**config.mk**
```make
export PLATFORM = sky130hd
export DESIGN_NAME = timer_sched
export DESIGN_NICKNAME = d
export VERILOG_FILES = /design/src/rtl/timer_sched_pkg.sv /design/src/rtl/timer_sched_chan.sv /design/src/rtl/timer_sched.sv
export SDC_FILE = /design/constraint.sdc
export NUM_CORES = 1
export LEC_CHECK = 0
export CAP_MARGIN = 20
export CORE_UTILIZATION = 35
export CTS_CLUSTER_SIZE = 12
export DETAILED_ROUTE_END_ITERATION = 12
export GPL_ROUTABILITY_DRIVEN = 0
export GPL_TIMING_DRIVEN = 0
export HOLD_SLACK_MARGIN = 0.1
export SYNTH_ARGS = -nofsm -noshare
export SYNTH_HDL_FRONTEND = slang
export SYNTH_SLANG_ARGS = --single-unit
```
**constraint.sdc**
```tcl
create_clock -name clk_i -period 2.6 [get_ports clk_i]
set_clock_uncertainty 0.15 [all_clocks]
set_input_delay 0.52 -clock clk_i [delete_from_list [all_inputs] [get_ports clk_i]]
set_output_delay 0.52 -clock clk_i [all_outputs]
set_load 0.01 [all_outputs]
```
**src/rtl/timer_sched_pkg.sv**
```systemverilog
// timer_sched_pkg: register map, channel state encoding and channel count for timer_sched.
package timer_sched_pkg;
    localparam int NUM_CH = 4;
    localparam logic [2:0] ADDR_STATUS    = 3'd0;
    localparam logic [2:0] ADDR_START     = 3'd1;
    localparam logic [2:0] ADDR_STOP      = 3'd2;
    localparam logic [2:0] ADDR_FLAGS     = 3'd3;
    localparam logic [2:0] ADDR_CTRL      = 3'd4;
    localparam logic [2:0] ADDR_SEL       = 3'd5;
    localparam logic [2:0] ADDR_RELOAD_LO = 3'd6;
    localparam logic [2:0] ADDR_RELOAD_HI = 3'd7;
    typedef enum logic {IDLE = 1'b0, RUN = 1'b1} chan_state_e;
endpackage

```
**src/rtl/timer_sched_chan.sv**
```systemverilog
// timer_sched_chan: one countdown channel (IDLE/RUN FSM, 16-bit count, reload register).
// rd_val is the live count when TIMER_SCHED_READCNT_EN is defined, otherwise the reload value.
module timer_sched_chan
    import timer_sched_pkg::*;
(
    input  logic        clk_i,
    input  logic        rst_n_i,
    input  logic        tick,
    input  logic        start,
    input  logic        stop,
    input  logic        wr_lo,
    input  logic        wr_hi,
    input  logic        periodic,
    input  logic [7:0]  wdata,
    output logic        idle,
    output logic        expire,
    output logic [15:0] rd_val
);
    chan_state_e state_q, state_d;
    logic [15:0] count_q, count_d, reload_q;
    logic hit;
    // A zero count (reload of 0) expires without waiting for a tick.
    assign hit    = state_q == RUN && (count_q == '0 || (tick && count_q == 16'd1));
    assign expire = hit && !start && !stop;
    assign idle   = state_q == IDLE;
`ifdef TIMER_SCHED_READCNT_EN
    assign rd_val = count_q;
`else
    assign rd_val = reload_q;
`endif
    always_ff @(posedge clk_i or negedge rst_n_i) begin
        if (!rst_n_i) begin
            state_q  <= IDLE;
            count_q  <= '0;
            reload_q <= '0;
        end else begin
            state_q <= state_d;
            count_q <= count_d;
            if (wr_lo) reload_q[7:0] <= wdata;
            if (wr_hi) reload_q[15:8] <= wdata;
        end
    end
    always_comb begin
        state_d = state_q;
        count_d = count_q;
        if (stop) state_d = IDLE;
        else if (start) begin
            state_d = RUN;
            count_d = reload_q;
        end else if (hit) begin
            if (periodic) count_d = reload_q;
            else state_d = IDLE;
        end else if (state_q == RUN && tick) count_d = count_q - 16'd1;
    end
endmodule

```
**src/rtl/timer_sched.sv**
```systemverilog
// timer_sched: four-channel 10 ms countdown scheduler on the 6502 bus with a level IRQ.
// Define TIMER_SCHED_READCNT_EN to make addr 6/7 read the live count instead of the reload.
module timer_sched
    import timer_sched_pkg::*;
#(
    parameter int CLK_FRE  = 25_175_000,
    parameter int TICK_DIV = CLK_FRE / 100
) (
    input  logic       clk_i,
    input  logic       rst_n_i,
    input  logic       R_W_n,
    input  logic [2:0] reg_addr_i,
    input  logic [7:0] data_i,
    input  logic       sched_cs,
    output logic [7:0] data_o,
    output logic       irq_o
);
    localparam logic [17:0] TICK_MAX = 18'(TICK_DIV - 1);
    logic [17:0] presc_q;
    logic [NUM_CH-1:0] flags_q, idle, expire, clr;
    logic [7:0] ctrl_q;
    logic [1:0] sel_q;
    logic [15:0] rd_val [NUM_CH];
    logic tick, wr, wr_start, wr_stop, wr_lo, wr_hi;
    assign tick     = presc_q == TICK_MAX;
    assign wr       = sched_cs && !R_W_n;
    assign wr_start = wr && reg_addr_i == ADDR_START;
    assign wr_stop  = wr && reg_addr_i == ADDR_STOP;
    assign wr_lo    = wr && reg_addr_i == ADDR_RELOAD_LO;
    assign wr_hi    = wr && reg_addr_i == ADDR_RELOAD_HI;
    assign clr      = wr && reg_addr_i == ADDR_FLAGS ? data_i[NUM_CH-1:0] : '0;
    always_ff @(posedge clk_i or negedge rst_n_i) begin
        if (!rst_n_i) begin
            presc_q <= '0;
            flags_q <= '0;
            ctrl_q  <= '0;
            sel_q   <= '0;
            irq_o   <= 1'b0;
        end else begin
            presc_q <= tick ? '0 : presc_q + 18'd1;
            // A new expiry beats a W1C clear of the same bit.
            flags_q <= (flags_q & ~clr) | expire;
            irq_o   <= |(flags_q & ctrl_q[NUM_CH-1:0]);
            if (wr && reg_addr_i == ADDR_CTRL) ctrl_q <= data_i;
            if (wr && reg_addr_i == ADDR_SEL) sel_q <= data_i[1:0];
        end
    end
    for (genvar i = 0; i < NUM_CH; i++) begin : g_ch
        timer_sched_chan u_chan (
            .clk_i,
            .rst_n_i,
            .tick,
            .start   (wr_start && data_i[i]),
            .stop    (wr_stop && data_i[i]),
            .wr_lo   (wr_lo && sel_q == 2'(i)),
            .wr_hi   (wr_hi && sel_q == 2'(i)),
            .periodic(ctrl_q[NUM_CH+i]),
            .wdata   (data_i),
            .idle    (idle[i]),
            .expire  (expire[i]),
            .rd_val  (rd_val[i])
        );
    end
    always_comb begin
        data_o = '0;
        case (reg_addr_i)
            ADDR_STATUS:    data_o = {4'h0, idle};
            ADDR_FLAGS:     data_o = {4'h0, flags_q};
            ADDR_CTRL:      data_o = ctrl_q;
            ADDR_SEL:       data_o = {6'd0, sel_q};
            ADDR_RELOAD_LO: data_o = rd_val[sel_q][7:0];
            ADDR_RELOAD_HI: data_o = rd_val[sel_q][15:8];
            default:        data_o = '0;
        endcase
    end
endmodule
```
Word level (Yosys, flattened, before mapping)
Index checks and enable logic that the tools add are counted.

word-level totals
  bits in registers = 165
  input port bits = 15
  output and inout bits = 9
  logic and storage cells = 181

cells by class
  add/subtract/negate cells = 5
  $lt $le $gt $ge = 1
  equality and inequality tests = 23
  mux-type cells = 38
  bitwise logic cells = 13
  reductions and logical operators = 80

operators by type and width
  cell                                                number
  two-way mux 16 bit                                  18
  == test 16 x 1 -> 1 bit, second input constant      4
  logical NOT 16 bit                                  4
  subtractor 16 x 1 -> 16 bit, second input constant  4
  one-hot mux 8 bit (6 select lines)                  1
  logical AND 1 bit                                   44
  binary-select mux 16 bit (select 2 bit)             1
  nonzero test 3 bit                                  8
  adder 18 x 1 -> 18 bit, second input constant       1
  == test 18 bit, second input constant               1
  two-way mux 18 bit                                  1
  two-way mux 1 bit                                   16
  == test 3 bit, second input constant                4
  != test 3 x 1 -> 1 bit, second input constant       4
  != test 3 x 2 -> 1 bit, second input constant       4
  AND reduction 3 bit                                 4
  logical NOT 1 bit                                   9
  AND 4 bit                                           2
  NOT 1 bit                                           8
  AND reduction 2 bit                                 4
  == test 3 x 2 -> 1 bit, second input constant       2
  == test 2 bit, second input constant                2
  logical OR 1 bit                                    4
  two-way mux 4 bit                                   1
  9 further kinds                                     9

Logic depth before layout (Yosys ltp)
Gate-level depths: netlist of run 1.

  depth after elaboration = 8
  depth in mapped cells = 11
  depth with buffers taken out = 9

Hierarchy
A second synthesis of run 1 with hierarchy kept.

unflattened totals
  cells, all modules = 913
  area, all modules = 9,853.2 um^2

by module, submodules not included
  module            instances  cells an instance  area an instance (um^2)  seq. area each (um^2)
  timer_sched_chan  4          172                1,885.6                  825.8
  timer_sched       1          225                2,311.0                  825.8

Worst setup path after synthesis of run 1
Ideal clock, no wire load.

  path kind = register to output
  start = register sel_q[0]
  end = output data_o[1]
  data arrival time = 2.197 ns
  required time = 1.930 ns
  setup slack = -0.267 ns
  cell stages (with the launch flop) = 7
  buffers on the path = 3
  path through = dfrtp_1 buf_2 buf_1 clkbuf_1 mux4_2 mux2i_1 o221ai_1

on the way
  cells in the longest elaborated chain, start to end = 5

RTL lines
  element                                                RTL line                              source
  start: declaration                                     timer_sched.sv:22                     logic [1:0] sel_q;
  start signal: assignment                               timer_sched.sv:45                     if (wr && reg_addr_i == ADDR_SEL) sel_q <= data_i[1:0];
  NOT 2 -> 3 bit (not written as such)                   timer_sched.sv:71, timer_sched.sv:72
  binary-select mux 16 bit (select 2 bit)                timer_sched.sv:71, timer_sched.sv:72
  two-way mux 16 bit (not written as such) (2 in a row)  timer_sched.sv:72                     ADDR_RELOAD_HI: data_o = rd_val[sel_q][15:8];
  one-hot mux 8 bit (6 select lines)                     timer_sched.sv:66                     case (reg_addr_i)
  end: declaration                                       timer_sched.sv:15                     output logic [7:0] data_o,

Every way passes these cells. The select of a mux whose other input is x is not followed.

Worst setup path in the final report of run 1
  start = register sel_q[0]
  end = output data_o[2]

The elaborated chain is that of the path after synthesis.

==> flow_metrics.tcl, run 1 <==
set metrics [dict create \
    run_status "finished, violations left" \
    violations "negative setup slack" \
    fp-row-count 58 \
    cts.clk_slew.worst_paths_ps 60 \
    syn_area_per_cell_sq_um 9.72 \
    drt-pass1-iter-count 6 \
    global_route_wire_length_before_repair_mm 43.4 \
    worst-r2r-setup-slack_ps -190 \
    timing.final.hold_violations 0 \
    global_route.peak_usage_layer "met2" \
    worst_path_required_time_ps 1930 \
    antenna_found_initial 0 \
    final_cell_count_no_fill 1376 \
    cts_tree "done" \
    holdPathStages 1 \
    arrival_ps 2250 \
    cts_max_level 4 \
    drc_errors 0 \
    synth_top_cell_area_share_pct 45.0 \
    synth_area_leaders "sky130_fd_sc_hd__dfrtp_1, sky130_fd_sc_hd__mux2_2, sky130_fd_sc_hd__a21oi_1" \
    post-synth-top-count-cell "sky130_fd_sc_hd__dfrtp_1" \
    finalMaxSlewViolations 0 \
    route.antenna.remaining_nets 0 \
    tritoncts_num_sinks 165 \
    seq_area_frac_synth_pct 45.0 \
    largest_net_degree_at_the_start_of_global_routing 97 \
    grt_util_all_layers_pct 21.2 \
    via_per_inst 5.87 \
    die_w_um 164 \
    worst_margin_slew_ps 921 \
    synth_async_sr_flop_share_pct 100 \
    detail_route.wirelength_mm 28.0 \
    clock.fmax_ghz 0.342 \
    first_iter_violations 540 \
    synth-edff-count 0 \
    max-vdd-ir-drop_uv 394 \
    timing.hold.worst.start "g_ch[3].u_chan.count_q[7]" \
    fin_total_pwr_mw 10.0 \
    fin_crit_ps 2920 \
    avgRoutedWirePerCell_um 20.4 \
    die_height_um 164 \
    fp.coreArea_sq_um 25500 \
    max_cap_violations 0 \
    power_per_cell_area_nw_per_um2 850 \
    critical_path.reg2reg.startpoint "g_ch[2].u_chan.count_q[8]" \
    endpoint_kind "primary output" \
    synth_cells 944 \
    r2r-end "g_ch[2].u_chan.count_q[2]" \
    initial_utilization_pct 36.0 \
    antenna-diode-count 0 \
    synth.ff_latch_count 165 \
    synthesis.area_sq_um 9180 \
    hpwl_mm 18.9 \
    category_of_the_worst_setup_path_launch_point "flip-flop" \
    finalNetCount 1063 \
    critical_path.max_fanout 8 \
    place_inst 1297 \
    yosys_warnings 0 \
    cts_inserted_buffers 17 \
    pre_cts_slack_ps -1340 \
    layout-area-overhead-vs-synth_pct 28.2 \
    area_of_the_die_sq_um 26900 \
    timing.final.setup_violations 28 \
    ff2ff_path_depth 8 \
    io_pins 24 \
    dominantRegCellSynth "sky130_fd_sc_hd__dfrtp_1" \
    use_met1_pct 29.4 \
    synthesis.nets 973 \
    grt_setup_unrepaired "yes" \
    final_layout_size_suffix_gt1_share_pct 32.9 \
    gr-total-overflow 0 \
    grtUsageMet2_pct 34.0 \
    slew_headroom_pct 38.2 \
    synth.distinct_cells 64 \
    num_vias 8077 \
    clock-root-buffer "sky130_fd_sc_hd__clkbuf_16" \
    hold_path_end "g_ch[3].u_chan.count_q[7]" \
    clk_path_buf_depth 2 \
    insertion_delay_ps 440 \
    hold_path_class "flip-flop to flip-flop" \
    power.leakage_nw 4.92 \
    final_critical_path_setup_slack_ps -322 \
    synthTopCellsByCount "sky130_fd_sc_hd__dfrtp_1, sky130_fd_sc_hd__nor2_1, sky130_fd_sc_hd__a21oi_1" \
    portBuffers 22 \
    grtUsageMet3_pct 3.43 \
    post-synth-top-area-cell "sky130_fd_sc_hd__dfrtp_1" \
    timing.final.crit_share_pct 112 \
    path_class "flip-flop to primary output" \
    number_of_global_route_vias_before_repair 7574 \
]
-- cells by family after synthesis --
| logic type | synth area share [%] |
|---|---|
| and+or+nand+nor | 17.6 |
| AOI/OAI and AO/OA | 16.8 |
| adders and majority gates | 1.91 |
| DFF | 45.0 |
| muxes | 14.4 |
| xor gates and xnor gates | 1.43 |
| buffers and inverters | 2.88 |
-- flip-flops by register name (all words and copies together), names as in the netlist --
| signal | count |
|---|---|
| sel_q | 2 |
| ctrl_q | 8 |
| irq_o | 1 |
| g_ch.u_chan.rd_val | 64 |
| presc_q | 18 |
| flags_q | 4 |
| g_ch.u_chan.state_q | 4 |
| g_ch.u_chan.count_q | 64 |
-- through the flow --
stage / TNS, ps / cell area (sq um) / utilization, % / hold slack (ps)
floorplan: -1420 / 9190 / - / 74.4
global placement: -1124400 / 9820 / 38.6 / 330
detailed placement: -114060 / 9860 / 38.7 / 334
CTS: -3760 / 11100 / 43.7 / 349
global route: -7170 / 11800 / 46.2 / 374
finish: -4600 / 11800 / 46.2 / 357
-- worst max-delay path: stages (launching register included) --
cell	delay, ps
sky130_fd_sc_hd__dfrtp_1	340
sky130_fd_sc_hd__buf_6	120
sky130_fd_sc_hd__buf_8	120
sky130_fd_sc_hd__clkbuf_16	160
sky130_fd_sc_hd__mux4_2	550
sky130_fd_sc_hd__mux2i_2	210
sky130_fd_sc_hd__o221ai_2	140
sky130_fd_sc_hd__buf_2	170
-- cells in the final DEF (no fill, tap or decap), types with 13 or more instances in the layout --
cell                        count
sky130_fd_sc_hd__buf_2         13
sky130_fd_sc_hd__o21ai_0       40
sky130_fd_sc_hd__nand3_1       32
sky130_fd_sc_hd__mux4_2        16
sky130_fd_sc_hd__inv_1         15
sky130_fd_sc_hd__ha_1          14
sky130_fd_sc_hd__a21oi_2       16
sky130_fd_sc_hd__a21oi_1       68
sky130_fd_sc_hd__o21ai_1       31
sky130_fd_sc_hd__nor3_1        24
sky130_fd_sc_hd__buf_4         46
sky130_fd_sc_hd__nor2_1        85
sky130_fd_sc_hd__nand2_1       60
sky130_fd_sc_hd__dfrtp_1      161
sky130_fd_sc_hd__o21ai_2       17
sky130_fd_sc_hd__mux2_2        75
sky130_fd_sc_hd__clkbuf_16     20
-- repair_timing --
| action | in CTS | in global routing |
|---|---|---|
| endpoints found under the hold margin | 69 | 0 |
| setup buffers | 24 | 23 |
| endpoints found under the setup margin | 130 | 119 |
| gates resized for setup | 166 | 138 |
| hold buffers | 1 | 0 |
| pin swaps | 13 | 39 |
| gates cloned | 3 | 4 |
-- routing by layer --
metal	vias up	share of wire, %
met5	-	0
met4	0	2.0
met3	35	4.2
met2	225	48
met1	4134	46
li1	3683	-
-- report_power, final --
group	switching, mW	internal [mW]
sequential	0.783	3.15
combinational	1.79	1.63
clock	1.08	1.56
total	3.66	6.35
-- how the worst max path moves through the flow --
stage	endpoint	from	slack [ps]
final	data_o[2]	sel_q[0]	-320
after floorplan	g_ch[2].u_chan.count_q[12]	g_ch[2].u_chan.count_q[6]	-120
after CTS	data_o[2]	sel_q[0]	-330
after global placement	presc_q[0]	rst_n_i	-6130
after detailed placement	data_o[0]	reg_addr_i[0]	-1340
after global routing	data_o[1]	sel_q[0]	-410
-- area by class of cell --
| type | count | area, sq um |
|---|---|---|
| Clock inverter | 11 | 150 |
| Inverter | 15 | 56.3 |
| Fill cell | 2320 | 13700 |
| Clock buffer | 20 | 457 |
| Tap cell | 330 | 413 |
| Timing Repair Buffer | 78 | 756 |
| Buffer | 43 | 345 |
| Sequential cell | 165 | 4130 |
| Multi-Input combinational cell | 714 | 5460 |
Power figures use the tool's default switching activity.
==> run 2, diff against run 1 <==
--- a/config.mk
+++ b/config.mk
@@ -6,7 +6,7 @@
 export NUM_CORES = 1
 export LEC_CHECK = 0
 export CAP_MARGIN = 20
-export CORE_UTILIZATION = 35
+export CORE_UTILIZATION = 30
 export CTS_CLUSTER_SIZE = 12
 export DETAILED_ROUTE_END_ITERATION = 12
 export GPL_ROUTABILITY_DRIVEN = 0
==> flow_metrics.tcl, run 2 (same netlist as run 1, synthesis figures left out) <==
set metrics [dict create \
    io_pins 24 \
    finalSetupTns_ps -4840 \
    category_of_the_worst_setup_path_launch_point "flip-flop" \
    route.antenna.remaining_nets 0 \
    fp-row-count 63 \
    pre_cts_slack_ps -1330 \
    path_class "flip-flop to primary output" \
    portBuffers 22 \
    run_status "finished, violations left" \
    flip_flop_and_latch_area_sq_um 4130 \
    worst_margin_slew_ps 718 \
    gr-total-overflow 0 \
    antenna_found_initial 0 \
    endpoint_kind "primary output" \
    drc_errors 0 \
    grt_setup_unrepaired "yes" \
    layout_commonest_cell "sky130_fd_sc_hd__dfrtp_1" \
    max_cap_violations 0 \
    antenna-diode-count 0 \
    initial_utilization_pct 30.7 \
    clock.fmax_ghz 0.337 \
    largest_net_degree_at_the_start_of_global_routing 92 \
    fin_total_pwr_mw 10.1 \
    arrival_ps 2300 \
    max-vdd-ir-drop_uv 457 \
    critical_path.startpoint "sel_q[0]" \
    worst-r2r-setup-slack_ps -190 \
    grt_util_all_layers_pct 18.5 \
    critical_path.reg2reg.startpoint "g_ch[2].u_chan.count_q[7]" \
    cts_inserted_buffers 17 \
    layout.cells.most_common_list "sky130_fd_sc_hd__dfrtp_1, sky130_fd_sc_hd__nor2_1, sky130_fd_sc_hd__mux2_2" \
    hold_path_class "flip-flop to flip-flop" \
    area_of_the_die_sq_um 31300 \
    finalNetCount 1080 \
    timing.final.hold_violations 0 \
    worst_path_required_time_ps 1930 \
    number_of_global_route_vias_before_repair 7722 \
    critical_path.max_fanout 4 \
    place_inst 1358 \
    nFillCells 2818 \
    final_cell_count_no_fill 1454 \
    fp.coreArea_sq_um 29900 \
    violations "negative setup slack" \
    clk_path_buf_depth 2 \
    global_route_wire_length_before_repair_mm 44.1 \
    cts.clk_slew.worst_paths_ps 60 \
    power_per_cell_area_nw_per_um2 843 \
    via_per_inst 5.64 \
    die_w_um 177 \
    cts_tree "done" \
    holdWs_ps 348 \
    multi_input_comb_area_sq_um 5520 \
    hpwl_mm 19.1 \
    timing.final.setup_violations 25 \
    timing.final.crit_share_pct 114 \
    layout-area-overhead-vs-synth_pct 31.1 \
    cts_max_level 4 \
    finalMaxSlewViolations 0 \
    insertion_delay_ps 440 \
    detail_route.wirelength_mm 28.6 \
    avgRoutedWirePerCell_um 19.7 \
    final_layout_size_suffix_gt1_share_pct 35.2 \
    num_vias 8200 \
    cp-endpoint "data_o[7]" \
    power.leakage_nw 4.98 \
    slew_headroom_pct 52.2 \
    r2r-end "g_ch[2].u_chan.count_q[14]" \
    tritoncts_num_sinks 165 \
    die_height_um 177 \
    final_critical_path_setup_slack_ps -365 \
    clock-root-buffer "sky130_fd_sc_hd__clkbuf_16" \
    first_iter_violations 722 \
    fin_crit_ps 2970 \
    drt-pass1-iter-count 5 \
    ff2ff_path_depth 11 \
]
## run 2: how the worst min path moves through the flow
stage	startpoint	endpoint	slack, ps	cells after the start
after detailed placement	g_ch[2].u_chan.count_q[8]	g_ch[2].u_chan.count_q[8]	330	1
after floorplan	rst_n_i	ctrl_q[0]	70	0
after CTS	g_ch[2].u_chan.count_q[8]	g_ch[2].u_chan.count_q[8]	340	1
final	g_ch[2].u_chan.count_q[8]	g_ch[2].u_chan.count_q[8]	350	1
after global placement	g_ch[2].u_chan.count_q[15]	g_ch[2].u_chan.count_q[15]	330	1
after global routing	g_ch[2].u_chan.count_q[11]	g_ch[2].u_chan.count_q[11]	360	1
## run 2: where the power goes
group / total (mW) / switching [mW] / internal (mW)
logic: 3.68 / 1.89 / 1.79
registers: 3.94 / 0.791 / 3.15
clock network: 2.51 / 1.10 / 1.42
total: 10.1 / 3.78 / 6.36
## run 2: stage by stage
step | util [%] | area, sq um
after detailed placement | 33.3 | 9940
after global placement | 33.1 | 9900
final | 40.3 | 12000
after floorplan | - | 9190
after global routing | 40.3 | 12000
after CTS | 37.8 | 11300
## run 2: what timing repair did
action,CTS,global route
endpoints found under the setup margin,136,136
resized for setup,172,140
cloned,4,4
pin swaps,24,51
endpoints found under the hold margin,90,0
buffers inserted,34,29
hold buffers,1,0
## run 2: routing by layer
metal	global-route usage, %	wire length (um)
met3	4.79	2020
met4	6.72	841
met1	25.5	12700
met2	27.7	13100
met5	0	0
## run 2: critical path: stages (launching register included)
cell and delay, ps:
sky130_fd_sc_hd__dfrtp_1 370, sky130_fd_sc_hd__buf_6 140, sky130_fd_sc_hd__buf_4 130, sky130_fd_sc_hd__buf_4 120, sky130_fd_sc_hd__mux4_2 430, sky130_fd_sc_hd__mux2_4 300, sky130_fd_sc_hd__a22oi_2 130, sky130_fd_sc_hd__nor2b_2 90
sky130_fd_sc_hd__buf_2 140
## run 2: final cells by class
cell class                      instances  area share [%]
Buffer                                 43            2.84
Multi-Input combinational cell        714            45.9
Clock inverter                         12            1.09
Sequential cell                       165            34.3
Inverter                               15           0.468
Timing Repair Buffer                   95            7.71
Clock buffer                           20            3.63
Tap cell                              390            4.06
